==> src/rtl/my_arith_pkg.sv <==
// Shared arithmetic definitions: serial-adder FSM states and default datapath sizing.
package my_arith_pkg;

  localparam int DEF_WIDTH = 16;
  localparam int DEF_CHUNK = 4;

  typedef enum logic [1:0] {
    IDLE = 2'd0,
    RUN  = 2'd1,
    DONE = 2'd2
  } state_t;

endpackage

==> src/rtl/my_chunk_adder.sv <==
// Combinational CHUNK-bit ripple adder; also exposes the carry into its MSB
// so the caller can derive two's-complement overflow on the top chunk.
module my_chunk_adder #(
  parameter int CHUNK = 4
) (
  input  logic [CHUNK-1:0] a,
  input  logic [CHUNK-1:0] b,
  input  logic             cin,
  output logic [CHUNK-1:0] sum,
  output logic             cout,
  output logic             c_msb
);

  logic [CHUNK:0] c;

  assign c[0] = cin;

  for (genvar i = 0; i < CHUNK; i++) begin : g_bit
    my_fulladder u_fa (
      .a  (a[i]),
      .b  (b[i]),
      .ci (c[i]),
      .s  (sum[i]),
      .co (c[i+1])
    );
  end

  assign cout  = c[CHUNK];
  assign c_msb = c[CHUNK-1];

endmodule

==> src/rtl/my_fulladder.sv <==
// One-bit full adder, the ripple element of the chunk adder.
module my_fulladder (
  input  logic a,
  input  logic b,
  input  logic ci,
  output logic s,
  output logic co
);

  logic p;

  assign p  = a ^ b;
  assign s  = p ^ ci;
  assign co = (a & b) | (ci & p);

endmodule

==> src/rtl/my_serial_adder.sv <==
// Multi-cycle adder: adds WIDTH-bit operands CHUNK bits per clock, LSB chunk first,
// and publishes sum/cout/overflow only when the last chunk completes.
//
// state | meaning
// IDLE  | waiting for start
// RUN   | adding one chunk per cycle, chunk index 0..N-1
// DONE  | results valid, done high; start here launches the next operation
module my_serial_adder
  import my_arith_pkg::*;
#(
  parameter int WIDTH = DEF_WIDTH,
  parameter int CHUNK = DEF_CHUNK
) (
  input  logic             clk,
  input  logic             rst,
  input  logic             start,
  input  logic [WIDTH-1:0] a,
  input  logic [WIDTH-1:0] b,
  input  logic             cin,
  output logic             busy,
  output logic             done,
  output logic [WIDTH-1:0] sum,
  output logic             cout,
  output logic             overflow
);

  localparam int SAFE_CHUNK = (CHUNK > 0) ? CHUNK : 1;
  localparam bit CFG_OK     = (CHUNK >= 1) && (CHUNK <= WIDTH) && ((WIDTH % SAFE_CHUNK) == 0);
  localparam int N          = WIDTH / SAFE_CHUNK;
  localparam int IDX_W      = (N > 1) ? $clog2(N) : 1;
  localparam logic [IDX_W-1:0] LAST_IDX = IDX_W'(N - 1);

  if (!CFG_OK) begin : g_bad_cfg
    $error("my_serial_adder: CHUNK must be in 1..WIDTH and divide WIDTH");
  end

  state_t           state_q, state_d;
  logic             load;
  logic [IDX_W-1:0] idx_q;
  logic [WIDTH-1:0] op_a_q, op_b_q, work_q, work_next;
  logic             carry_q;
  logic [WIDTH-1:0] sum_q;
  logic             cout_q, ovf_q;

  logic [31:0]      base;
  logic [CHUNK-1:0] ch_a, ch_b, ch_sum;
  logic             ch_cout, ch_cmsb;

  always_ff @(posedge clk or posedge rst) begin
    if (rst) state_q <= IDLE;
    else     state_q <= state_d;
  end

  always_comb begin
    state_d = state_q;
    load    = 1'b0;
    unique case (state_q)
      IDLE: begin
        if (start) begin
          state_d = RUN;
          load    = 1'b1;
        end
      end
      RUN: begin
        if (idx_q == LAST_IDX) state_d = DONE;
      end
      DONE: begin
        if (start) begin
          state_d = RUN;
          load    = 1'b1;
        end else begin
          state_d = IDLE;
        end
      end
      default: state_d = IDLE;
    endcase
  end

  // Chunk select by shifting; the working register is cleared on load so the
  // new chunk can simply be OR'd into its slot.
  assign base      = 32'(idx_q) * 32'(CHUNK);
  assign ch_a      = CHUNK'(op_a_q >> base);
  assign ch_b      = CHUNK'(op_b_q >> base);
  assign work_next = work_q | (WIDTH'(ch_sum) << base);

  my_chunk_adder #(
    .CHUNK (CHUNK)
  ) u_chunk (
    .a     (ch_a),
    .b     (ch_b),
    .cin   (carry_q),
    .sum   (ch_sum),
    .cout  (ch_cout),
    .c_msb (ch_cmsb)
  );

  always_ff @(posedge clk or posedge rst) begin
    if (rst) begin
      op_a_q  <= '0;
      op_b_q  <= '0;
      carry_q <= 1'b0;
      idx_q   <= '0;
      work_q  <= '0;
      sum_q   <= '0;
      cout_q  <= 1'b0;
      ovf_q   <= 1'b0;
    end else if (load) begin
      op_a_q  <= a;
      op_b_q  <= b;
      carry_q <= cin;
      idx_q   <= '0;
      work_q  <= '0;
    end else if (state_q == RUN) begin
      carry_q <= ch_cout;
      work_q  <= work_next;
      idx_q   <= idx_q + IDX_W'(1);
      // Only the final chunk publishes; intermediate results stay internal.
      if (idx_q == LAST_IDX) begin
        sum_q  <= work_next;
        cout_q <= ch_cout;
        ovf_q  <= ch_cmsb ^ ch_cout;
      end
    end
  end

  assign busy     = (state_q == RUN);
  assign done     = (state_q == DONE);
  assign sum      = sum_q;
  assign cout     = cout_q;
  assign overflow = ovf_q;

endmodule

==> config.mk <==
export PLATFORM = sky130hd
export DESIGN_NAME = my_serial_adder
export DESIGN_NICKNAME = d
export VERILOG_FILES = /design/src/rtl/my_arith_pkg.sv /design/src/rtl/my_chunk_adder.sv /design/src/rtl/my_fulladder.sv /design/src/rtl/my_serial_adder.sv
export SDC_FILE = /design/constraint.sdc
export NUM_CORES = 1
export LEC_CHECK = 0
export CAP_MARGIN = 5
export CORE_ASPECT_RATIO = 0.8
export CORE_MARGIN = 3
export CORE_UTILIZATION = 50
export DETAILED_ROUTE_END_ITERATION = 6
export GPL_TIMING_DRIVEN = 0
export PLACE_DENSITY = 0.83
export SETUP_SLACK_MARGIN = 0.5
export SKIP_CTS_REPAIR_TIMING = 1
export SLEW_MARGIN = 0
export SYNTH_ARGS = -nofsm -noshare
export SYNTH_HDL_FRONTEND = slang
export SYNTH_SLANG_ARGS = --single-unit
==> constraint.sdc <==
create_clock -name clk -period 3.5 [get_ports clk]
set_clock_uncertainty 0.1 [all_clocks]
set_input_delay 0.7 -clock clk [delete_from_list [all_inputs] [get_ports clk]]
set_output_delay 0.7 -clock clk [all_outputs]
set_load 0.05 [all_outputs]
Yosys cells after proc, flatten, opt, wreduce, memory -nomap -nowiden
Cells that the tools add are included. W data, S select, Z words.

Bits in registers: 71. Input bits: 36. Output and inout bits: 20. Word-level logic and storage cells: 58.

Add/subtract/negate cells: 1. Equality and inequality tests: 5. Shifts and indexed selects: 3. Multiplexer cells: 12. Bitwise gates (word level): 23. Reduce and logical (&&, ||, !) cells: 5.

Operator list (number): $mux W16 (2); $shr A16 B4 Y4 (2); $or A16 B16 Y16 (1); $shl A4 B4 Y16 (1); $xor A1 B1 Y1 (9); $and A1 B1 Y1 (8); $mux W2 (4); $pmux W2 S3 (1); $mux W1 (5); $eq A2 B2 Y1 const B (2); $or A1 B1 Y1 (4); $reduce_and A3 Y1 (1); $add A2 B1 Y2 const B (1); $eq A2 B1 Y1 const B (1); $logic_not A2 Y1 (1); $ne A2 B1 Y1 const B (1); $ne A2 B2 Y1 const B (1); $reduce_and A2 Y1 (1); $reduce_bool A2 Y1 (1); $reduce_or A2 Y1 (1); $not A1 Y1 (1).

Depth between registers and ports, before layout
Gate-level depths: netlist of run 1.

Depth after elaboration: 13. Depth in mapped cells: 14. Gate-level depth less buffers: 12.

Cells and area by module
From an unflattened synthesis of run 1, not the netlist that was laid out.

Cells, all modules: 307. Area total of the unflattened synthesis: 3081.7 um^2.

By module, submodules not included: my_serial_adder (instances 1, cells an instance 303, area an instance 3001.6 um^2, sequential area each 1776.7 um^2); my_fulladder (instances 4, cells an instance 1, area an instance 20.0 um^2, sequential area each 0.0 um^2).

Least setup slack after synthesis of run 1
OpenSTA, ideal clock, no wires.

Path kind: reg2reg. Start: register idx_q[1]. End: register work_q[11]. Setup time: 119 ps. Arrival: 2812 ps. Data required time: 3281 ps. Setup slack: 469 ps. Stages on the path, launching flop included: 15. Buffers on the path: 2. Period minus slack after synthesis: 3031 ps. Path through: dfrtp_1 -> buf_6 -> buf_2 -> mux4_2 -> inv_1 -> fa_1 -> inv_1 -> fa_1 -> inv_1 -> fa_1 -> inv_1 -> fa_1 -> and2b_1 -> a21oi_1 -> nor2_1.

Longest elaborated chain between the ends: 13.

RTL lines: start: declaration (line my_serial_adder.sv:39) `logic [IDX_W-1:0] idx_q;`; start signal: assignment (line my_serial_adder.sv:116) `idx_q <= idx_q + IDX_W'(1);`; $shr A16 B4 Y4, on equally long branches (line my_serial_adder.sv:82, my_serial_adder.sv:83); $xor A1 B1 Y1 (line my_fulladder.sv:12) `assign p = a ^ b;`; $and A1 B1 Y1 (line my_fulladder.sv:14) `assign co = (a & b) | (ci & p);`; $or A1 B1 Y1 (line my_fulladder.sv:14); $and A1 B1 Y1 (line my_fulladder.sv:14); $or A1 B1 Y1 (line my_fulladder.sv:14); $and A1 B1 Y1 (line my_fulladder.sv:14); $or A1 B1 Y1 (line my_fulladder.sv:14); $xor A1 B1 Y1 (line my_fulladder.sv:13) `assign s = p ^ ci;`; $shl A4 B4 Y16 (*) (line my_serial_adder.sv:84) `assign work_next = work_q | (WIDTH'(ch_sum) << base);`; $or A16 B16 Y16 (*) (line my_serial_adder.sv:84); $mux W16 (*) (line my_serial_adder.sv:113) `end else if (state_q == RUN) begin`; $mux W16 (*) (line my_serial_adder.sv:107) `end else if (load) begin`; end signal: assignment (line my_serial_adder.sv:115) `work_q <= work_next;`; end: declaration (line my_serial_adder.sv:40) `logic [WIDTH-1:0] op_a_q, op_b_q, work_q, work_next;`.

Every way passes the cells marked *; elsewhere a longest branch is shown, timed or not. The select of a mux whose other input is x is not followed. A chain may end at the register's enable or synchronous reset.

Worst setup path in the final report of run 1
Start: register idx_q[0]. End: register work_q[15].

The elaborated chain is that of the path after synthesis.

==> results of run 1 <==
-- routing by layer --
metal / vias to the layer above / wire, µm / track usage [%]
met5: - / 0 / 0
met4: 0 / 123 / 7.102
met1: 1281 / 3311 / 29.99
met3: 19 / 552 / 6.977
li1: 1235 / - / -
met2: 122 / 3796 / 34.07
-- final timing paths --
kind / to / slack [ns] / depth (start not counted)
setup / recovery: work_q[15] / 0.28 / 14
hold / removal: op_a_q[11] / 0.38 / 2
setup reg to reg: work_q[15] / 0.28 / 14
hold reg to reg: op_a_q[11] / 0.38 / 2
max in group asynchronous: sum[5] / 1.96 / 2
min in group asynchronous: overflow / 0.78 / 2
-- cells in the final DEF (no fill, tap or decap) --
cell type	n
o21ai_1	1
a31oi_1	3
and2b_2	1
buf_6	4
clkbuf_1	2
nor3_1	1
nand2_1	102
clkinvlp_4	2
a221o_1	1
a21oi_2	4
nor2b_1	5
nand2b_1	2
ha_1	1
xor2_1	1
inv_2	7
nor2_2	2
dfrtp_1	71
clkdlybuf4s50_1	55
fa_2	4
mux4_2	8
buf_2	5
and3_4	1
a22o_1	3
buf_8	3
a21oi_4	1
nand3b_4	1
nor2_1	32
o21ai_0	2
a31oi_2	1
buf_4	21
inv_1	6
clkbuf_8	9
clkinv_2	5
inv_4	1
a21oi_1	44
nand3_1	2
a211oi_1	2
-- metrics by stage --
stage	setup TNS, ns	utilization [%]	std cells
2_1_floorplan	0	-	330
3_3_place_gp	-14.41	63.77	466
3_5_place_dp	0	63.81	466
4_1_cts	0	66.52	482
5_1_grt	0	69.26	497
6_report	0	69.26	497
-- tightest hold or removal path: cells and delay by family (launching register included) --
family,cells,cell delay (ns)
and+or+nand+nor,2,0.10
DFF,1,0.34
-- sequential cells by signal, summed over array words and instances (netlist names) --
name      cells
op_a_q       16
overflow      1
idx_q         2
state_q       2
sum          16
carry_q       1
op_b_q       16
cout          1
work_q       16
-- logic make-up (layout without fill, tap and decap cells) --
kind of cell | after synthesis | after routing
XOR/XNOR | 1 | 1
AND/OR/NAND/NOR | 149 | 149
AO/OA/AOI/OAI | 62 | 62
adder cells (fa/ha/maj) | 5 | 5
flip-flops | 71 | 71
multiplexers | 8 | 8
buffers and inverters | 34 | 120
-- area by class of cell --
cell class	instances	area (µm²)	area share, %
buffer	20	167.7	3.989
clock buffer	9	123.9	2.947
clock inverter	7	40.04	0.9527
inverter	14	55.05	1.310
multi-input combinational	225	1275	30.34
sequential	71	1777	42.27
tap	81	101.3	2.411
timing repair buffer	70	663.1	15.78
==> impl_metrics.toml, run 1 <==
[outcome]
outcome = "finished, final reports clean"

[logic_synthesis]
ys_types = 27
ys_warn_count = 0
synth_compound_area_share_pct = 10.49
yosysTopAreaCell = "dfrtp_1"
synth_edf_count = 0
syn_nets = 371
synth_mux_area_share_pct = 5.616
synth_area_leaders = "dfrtp_1, nand2_1, a21oi_1, mux4_2, nor2_1"
synth_seq_cells = 71
async_flop_share_pct = 100.0
netlist_area_um2 = 3208
synth-xor-area-share_pct = 0.2730
yosysMostFrequentCell = "nand2_1"
syn-mean-instance-area_um2 = 9.721
yosys.area_share.simple_pct = 19.03
synth.top_cell.area_share_pct = 55.38
synthCells = 330
synth_common_cells = "nand2_1, dfrtp_1, a21oi_1, nor2_1, inv_1"
synth_top_family_by_area = "simple AND/OR/NAND/NOR gates"
seq_area_frac_synth_pct = 55.38
synthAdderAreaFrac_pct = 2.886
synthFlopType = "dfrtp_1"

[critical_path]
crit_chain = "buf_8 -> buf_8 -> mux4_2 -> inv_2 -> fa_2 -> inv_2 -> fa_2 -> inv_2 -> fa_2 -> inv_2 -> fa_2 -> and2b_2 -> a21oi_2 -> nor2_1"
required_ns = 3.63
max_stage_delay_ns = 0.46
path_buf_inv = 6
worst_r2r_startpoint = "idx_q[0]"
path_class = "flop to flop"
slowest_stage = "fa_2"
startpoint = "idx_q[0]"
critPathMaxFanout = 4
crit_path_end_kind = "flop"
start_kind = "flop"
cpLargestDelayFamily = "adder cells"
arrival_ns = 3.34

[die]
design.portCount = 56
core_um2 = 6068
dieArea_um2 = 7419
fp.dieW_um = 95.56
initial_utilization_pct = 52.87
rows = 25
die_h_um = 77.65

[final_layout]
fin_area_um2 = 4203
nNetsFinal = 452
diodes = 0
nFillCells = 432
syn2layout_area_growth_pct = 31.01
drive_gt1_share_pct = 19.23

[sta]
slew_violations = 0
period_share_pct = 91.86
max_freq_mhz = 311.0
worst_hold_slack_ns = 0.3766
layout_setup_ws_ns = 0.2849
relSlewSlack_pct = 42.81
hold_viol_final = 0
finalSetupViolations = 0
finalCriticalPeriod_ns = 3.215
worst_pin_slew_ns = 0.8579
rsz0062_at_grt = "yes"

[drt]
drtIter0Drc = 269
via_per_inst = 5.346
drc = 0
vias = 2657
drtAntennaViolNets = 0
routed_wl_um = 7785
drtPass1Iterations = 5
wl_per_cell_um = 15.66

[global_routing]
globalRouteOverflowTotal = 0
antenna_found_initial = 0
grt.total_usage_pct = 22.16
grt_first_pass_wirelength_um = 12590
first_global_vias = 2661
grt_max_degree = 72

[min_path]
min_from = "op_a_q[11]"
hp-class = "flop to flop"

[clock_network]
clock-root-buffer = "clkbuf_8"
ctsLongestPathBuffers = 2
cts_buffers = 9
cts_tree = "yes"
path_clk_slew_ns = 0.07
cts_sinks = 71
insertion_delay_ns = 0.35
htree_levels = 3

[run]
cap_violations = 0

[placed_design]
io_buffer_count = 55
place_hpwl_um = 5144
place_congestion = 0.7962
placed_cell_area_um2 = 3872
dp_slack_ns = 0.1618
Power of run 1 is left out: the tool's default activity adds up to more than one toggle a clock period on the data nets, which glitch-free logic cannot reach.
==> run 2: changes to the inputs <==
SETUP_SLACK_MARGIN = 0.2   (was 0.5)
TNS_END_PERCENT = 30   (was not set)
==> run 2 against run 1 <==
Net effect: core utilization is 1.7 points higher; final cell count grew 0.40%; largest cell class unchanged; routed wire length is 0.76% higher; die area is the same; sequential share of layout area is 1.0 points lower; setup slack got worse by 0.059 ns; design area grew 2.4%; flip-flop and latch count unchanged; clock-buffer cell count rose by 2; critical path type unchanged; maximum frequency is 1.8% lower; register-to-register slack got worse by 0.06 ns; via count is 0.72% lower.
==> impl_metrics.toml, run 2 (same netlist as run 1, synthesis figures left out) <==
[sta]
finalCriticalPeriod_ns = 3.274
slew_violations = 0
rsz0062_at_grt = "yes"
max_freq_mhz = 305.4
finalSetupViolations = 0
hold_viol_final = 0
finalSetupTns_ns = 0
worst_pin_slew_ns = 0.8643
layout_setup_ws_ns = 0.2261
period_share_pct = 93.54
relSlewSlack_pct = 42.38

[final_layout]
diodes = 0
layout_commonest_cell = "nand2_1"
final_cell_mix = "nand2_1, dfrtp_1, clkdlybuf4s50_1"
multi_input_area_um2 = 1247
drive_gt1_share_pct = 18.42
syn2layout_area_growth_pct = 34.20
nNetsFinal = 454
nFillCells = 436
finalNonFillerCells = 499
seqCellArea_um2 = 1777

[placed_design]
place_hpwl_um = 4951
io_buffer_count = 55
place_inst = 466
dp_slack_ns = 0.02829
place_congestion = 0.7856

[critical_path]
cpLargestDelayFamily = "adder cells"
startpoint = "idx_q[0]"
start_kind = "flop"
slowest_stage = "fa_2"
worst_r2r_startpoint = "idx_q[0]"
path_class = "flop to flop"
crit_path_end_kind = "flop"
max_stage_delay_ns = 0.47
critPathMaxFanout = 5
r2r-end = "work_q[3]"
reg2reg_depth = 13
required_ns = 3.63
crit_chain = "buf_8 -> mux4_2 -> inv_2 -> fa_2 -> inv_2 -> fa_2 -> inv_2 -> fa_2 -> inv_2 -> fa_2 -> and2b_2 -> a21oi_2 -> nor2_1"
r2r_slack_ns = 0.23
arrival_ns = 3.40
path_buf_inv = 5

[drt]
wl_per_cell_um = 15.72
drtAntennaViolNets = 0
drtPass1Iterations = 5
drc = 0
vias = 2638
routed_wl_um = 7844
via_per_inst = 5.287
drtIter0Drc = 232

[die]
fp.dieW_um = 95.56
initial_utilization_pct = 52.87
design.portCount = 56
rows = 25
dieArea_um2 = 7419
die_h_um = 77.65
core_um2 = 6068

[min_path]
whs_path_depth = 2
hp-class = "flop to flop"
min_from = "op_a_q[14]"
hold_path_end = "op_a_q[14]"

[global_routing]
grt_max_degree = 72
grt.total_usage_pct = 21.89
first_global_vias = 2595
globalRouteOverflowTotal = 0
grt_first_pass_wirelength_um = 12480
antenna_found_initial = 0

[outcome]
outcome = "finished, final reports clean"

[clock_network]
insertion_delay_ns = 0.34
cts_buffers = 9
cts_sinks = 71
htree_levels = 3
clock-root-buffer = "clkbuf_8"
ctsLongestPathBuffers = 2
cts_tree = "yes"
path_clk_slew_ns = 0.08

[run]
cap_violations = 0
==> run 2: area by class of cell <==
cell class	count	area share, %
clock buffers	11	3.516
well taps	81	2.354
multi-input cells	225	28.97
clock inverters	5	2.964
inverters	14	1.279
flip-flops and latches	71	41.27
repair buffers	72	15.75
plain buffers	20	3.894
==> run 2: stage by stage <==
stage	cell area, µm²	hold slack [ns]	utilization, %
floorplan	3208	0.3395	-
global placement	3860	0.3521	63.61
detailed placement	3862	0.3578	63.65
CTS	4141	0.3758	68.25
global route	4305	0.3960	70.95
finish	4305	0.3730	70.95
==> run 2: routing by layer <==
| metal | up-vias | part of all wire (%) | track usage [%] |
|---|---|---|---|
| li1 | 1244 | - | - |
| met3 | 10 | 6.7 | 6.298 |
| met1 | 1273 | 44 | 30.05 |
| met2 | 111 | 49 | 34.35 |
| met5 | - | 0 | 0 |
| met4 | 0 | 0.83 | 5.540 |
==> run 2: worst max-delay path by stage <==
stage | endpoint | slack (ns) | cells past startpoint
6_report | work_q[3] | 0.23 | 13
4_1_cts | work_q[3] | -0.03 | 14
3_3_place_gp | op_a_q[11] | -0.21 | 2
5_1_grt | work_q[3] | 0.15 | 13
2_1_floorplan | work_q[11] | 0.47 | 14
3_5_place_dp | work_q[3] | 0.03 | 14
==> run 2: worst register-to-register path: stages, from the launching register on <==
cell	delay (ns)
dfrtp_1	0.42
buf_8	0.15
mux4_2	0.33
inv_2	0.05
fa_2	0.36
inv_2	0.07
fa_2	0.20
inv_2	0.04
fa_2	0.39
inv_2	0.07
fa_2	0.48
and2b_2	0.27
a21oi_2	0.18
nor2_1	0.06
Power of run 2 is left out for the same reason.
==> run 3: changes to the inputs <==
ABC_AREA = 1   (was not set)
CORE_MARGIN = 4   (was 3)
CORE_UTILIZATION = 34   (was 50)
PLACE_DENSITY = 0.62   (was 0.83)
==> run 3 against run 2 <==
Net effect: final cell count rose by 30%; highest routed layer unchanged; critical path depth up 3; global-route usage fell by 6.7 points; critical path type unchanged; core utilization is 25 points lower; design area grew 4.0%; register-to-register slack improved by 0.13 ns.
==> impl_metrics.toml, run 3 <==
[critical_path]
worstSetupEndpoint = "work_q[7]"
r2r-end = "work_q[7]"
crit_chain = "buf_4 -> clkinvlp_4 -> buf_4 -> nand3_1 -> nand2_1 -> fa_1 -> inv_1 -> fa_1 -> inv_1 -> fa_2 -> inv_2 -> fa_2 -> nand2_1 -> o21ai_1 -> inv_1 -> nor2_1"
slowest_stage = "fa_2"
required_ns = 3.66
critPathMaxFanout = 10
cp_common_cell = "inv_1"
reg2reg_depth = 16
start_kind = "flop"
startpoint = "idx_q[1]"
arrival_ns = 3.30
worst_r2r_startpoint = "idx_q[1]"
r2r_slack_ns = 0.36
path_class = "flop to flop"
max_stage_delay_ns = 0.58
crit_path_end_kind = "flop"

[final_layout]
finalNonFillerCells = 647
diodes = 0
syn2layout_area_growth_pct = 31.94
final_cell_mix = "nand2_1, dfrtp_1, clkdlybuf4s50_1"
drive_gt1_share_pct = 10.18
layout_commonest_cell = "nand2_1"
post-route-util_pct = 46.19
nNetsFinal = 547

[logic_synthesis]
syn-mean-instance-area_um2 = 7.727
async_flop_share_pct = 100.0
yosysTopAreaCell = "dfrtp_1"
synthFlopType = "dfrtp_1"
synth_area_leaders = "dfrtp_1, nand2_1, inv_1, nand3_1, fa_1"
ys_warn_count = 0
netlist_area_um2 = 3392
synth_common_cells = "nand2_1, dfrtp_1, inv_1, nand3_1, nor2_1"
synthCells = 439
seq_area_frac_synth_pct = 52.38
ys_types = 18
synth_edf_count = 0
syn_nets = 480
synth_seq_cells = 71
synth.top_cell.area_share_pct = 52.38
yosysMostFrequentCell = "nand2_1"

[clock_network]
ctsLongestPathBuffers = 2
cts_tree = "yes"
clock-root-buffer = "clkbuf_16"
cts_buffers = 9
path_clk_slew_ns = 0.06
cts_sinks = 71
insertion_delay_ns = 0.33
htree_levels = 3

[power]
swShare_pct = 44.44
combPwrFrac_pct = 53.8
p_seq_share_pct = 26.8
max-vdd-ir-drop_uv = 380.5
switchingPower_mw = 2.196
p_int_mw = 2.746
p_per_area_nw_per_um2 = 1104
p_leak_nw = 2.352
clkPwrFrac_pct = 19.4
power_mw = 4.941

[drt]
drtIter0Drc = 252
routed_wl_um = 8156
drtPass1Iterations = 4
drc = 0
vias = 2828
wl_per_cell_um = 12.61
drtAntennaViolNets = 0
via_per_inst = 4.371

[die]
dieArea_um2 = 11650
die_h_um = 97.34
initial_utilization_pct = 35.01
core_um2 = 9689
rows = 32
design.portCount = 56
fp.dieW_um = 119.7

[sta]
hold_viol_final = 0
max_freq_mhz = 318.0
rsz0062_at_grt = "no"
finalSetupViolations = 0
finalSetupTns_ns = 0
slew_violations = 0
worst_pin_slew_ns = 0.8603
relSlewSlack_pct = 42.65
finalCriticalPeriod_ns = 3.144
period_share_pct = 89.84

[global_routing]
first_global_vias = 2984
grt_first_pass_wirelength_um = 14120
globalRouteOverflowTotal = 0
antenna_found_initial = 0
grt_max_degree = 72
grt.total_usage_pct = 15.23

[placed_design]
place_congestion = 0.7975
place_inst = 630
place_hpwl_um = 5854
io_buffer_count = 55

[outcome]
outcome = "finished, final reports clean"

[run]
cap_violations = 0

[min_path]
whs_path_depth = 2
hp-class = "flop to flop"
[run 3: cell types whose count changed in the layout (fill, tap and decap cells not counted), sizes merged, moves of 14 or more]
cell / previous run / this run
a21oi: 49 / 0
buf: 35 / 21
inv: 14 / 52
nand2: 102 / 231
nand3: 2 / 20
nor2: 34 / 18
[run 3: critical path, delay by kind of cell (launching register included)]
family / cells / cell delay, ns
fa+ha+maj: 4 / 1.34
buf+inv: 7 / 0.66
simple gates: 4 / 0.39
flops: 1 / 0.38
compound gates: 1 / 0.20
[run 3: cell families after synthesis]
logic type / count (synthesis) / synth area share, %
simple gates: 269 / 31.24
xor+xnor: 1 / 0.2583
fa+ha+maj: 5 / 2.730
compound gates: 20 / 3.467
flops: 71 / 52.38
buf+inv: 73 / 9.922
[run 3: metrics by stage]
| step | worst slack (ns) | instance area [µm²] | hold slack, ns |
|---|---|---|---|
| 6_report | 0.3556 | 4476 | 0.3751 |
| 5_1_grt | 0.2050 | 4476 | 0.3942 |
| 4_1_cts | 0.1299 | 4434 | 0.3824 |
| 3_5_place_dp | 0.1447 | 4115 | 0.3631 |
| 3_3_place_gp | -0.3308 | 4113 | 0.3619 |
| 2_1_floorplan | 0.5487 | 3392 | 0.3436 |
[run 3: layout make-up]
class / instances / area (µm²)
Sequential cell: 71 / 1777
Fill cell: 1015 / 5214
Buffer: 20 / 160.2
Tap cell: 136 / 170.2
Clock buffer: 12 / 266.5
Timing Repair Buffer: 56 / 558.0
Clock inverter: 4 / 52.55
Inverter: 53 / 207.7
Multi-Input combinational cell: 295 / 1284
[run 3: how the worst min path moves through the flow]
| stage | start | end | slack [ns] |
|---|---|---|---|
| 6_report | sum[12] | sum[12] | 0.38 |
| 5_1_grt | op_a_q[2] | op_a_q[2] | 0.39 |
| 4_1_cts | sum[14] | sum[14] | 0.38 |
| 3_5_place_dp | sum[15] | sum[15] | 0.36 |
| 3_3_place_gp | sum[12] | sum[12] | 0.36 |
| 2_1_floorplan | op_b_q[13] | op_b_q[13] | 0.34 |
[run 3: power groups by stage]
| stage | Clock, mW | Sequential, mW | Combinational, mW |
|---|---|---|---|
| 2_1_floorplan | 0 | 1.57 | 1.62 |
| 3_3_place_gp | 0 | 1.33 | 2.54 |
| 3_5_place_dp | 0 | 1.34 | 2.58 |
| 4_1_cts | 0.976 | 1.33 | 2.59 |
| 5_1_grt | 1.01 | 1.37 | 2.99 |
| 6_report | 0.957 | 1.33 | 2.66 |
[run 3: routing by layer]
layer,vias up,global-route usage (%),share of wire (%)
met1,1318,21.05,50
met2,62,23.35,44
met5,-,0,0
met4,0,3.961,0.92
li1,1439,-,-
met3,9,4.657,4.3
Note: power is estimated with default switching activity, not from simulation.
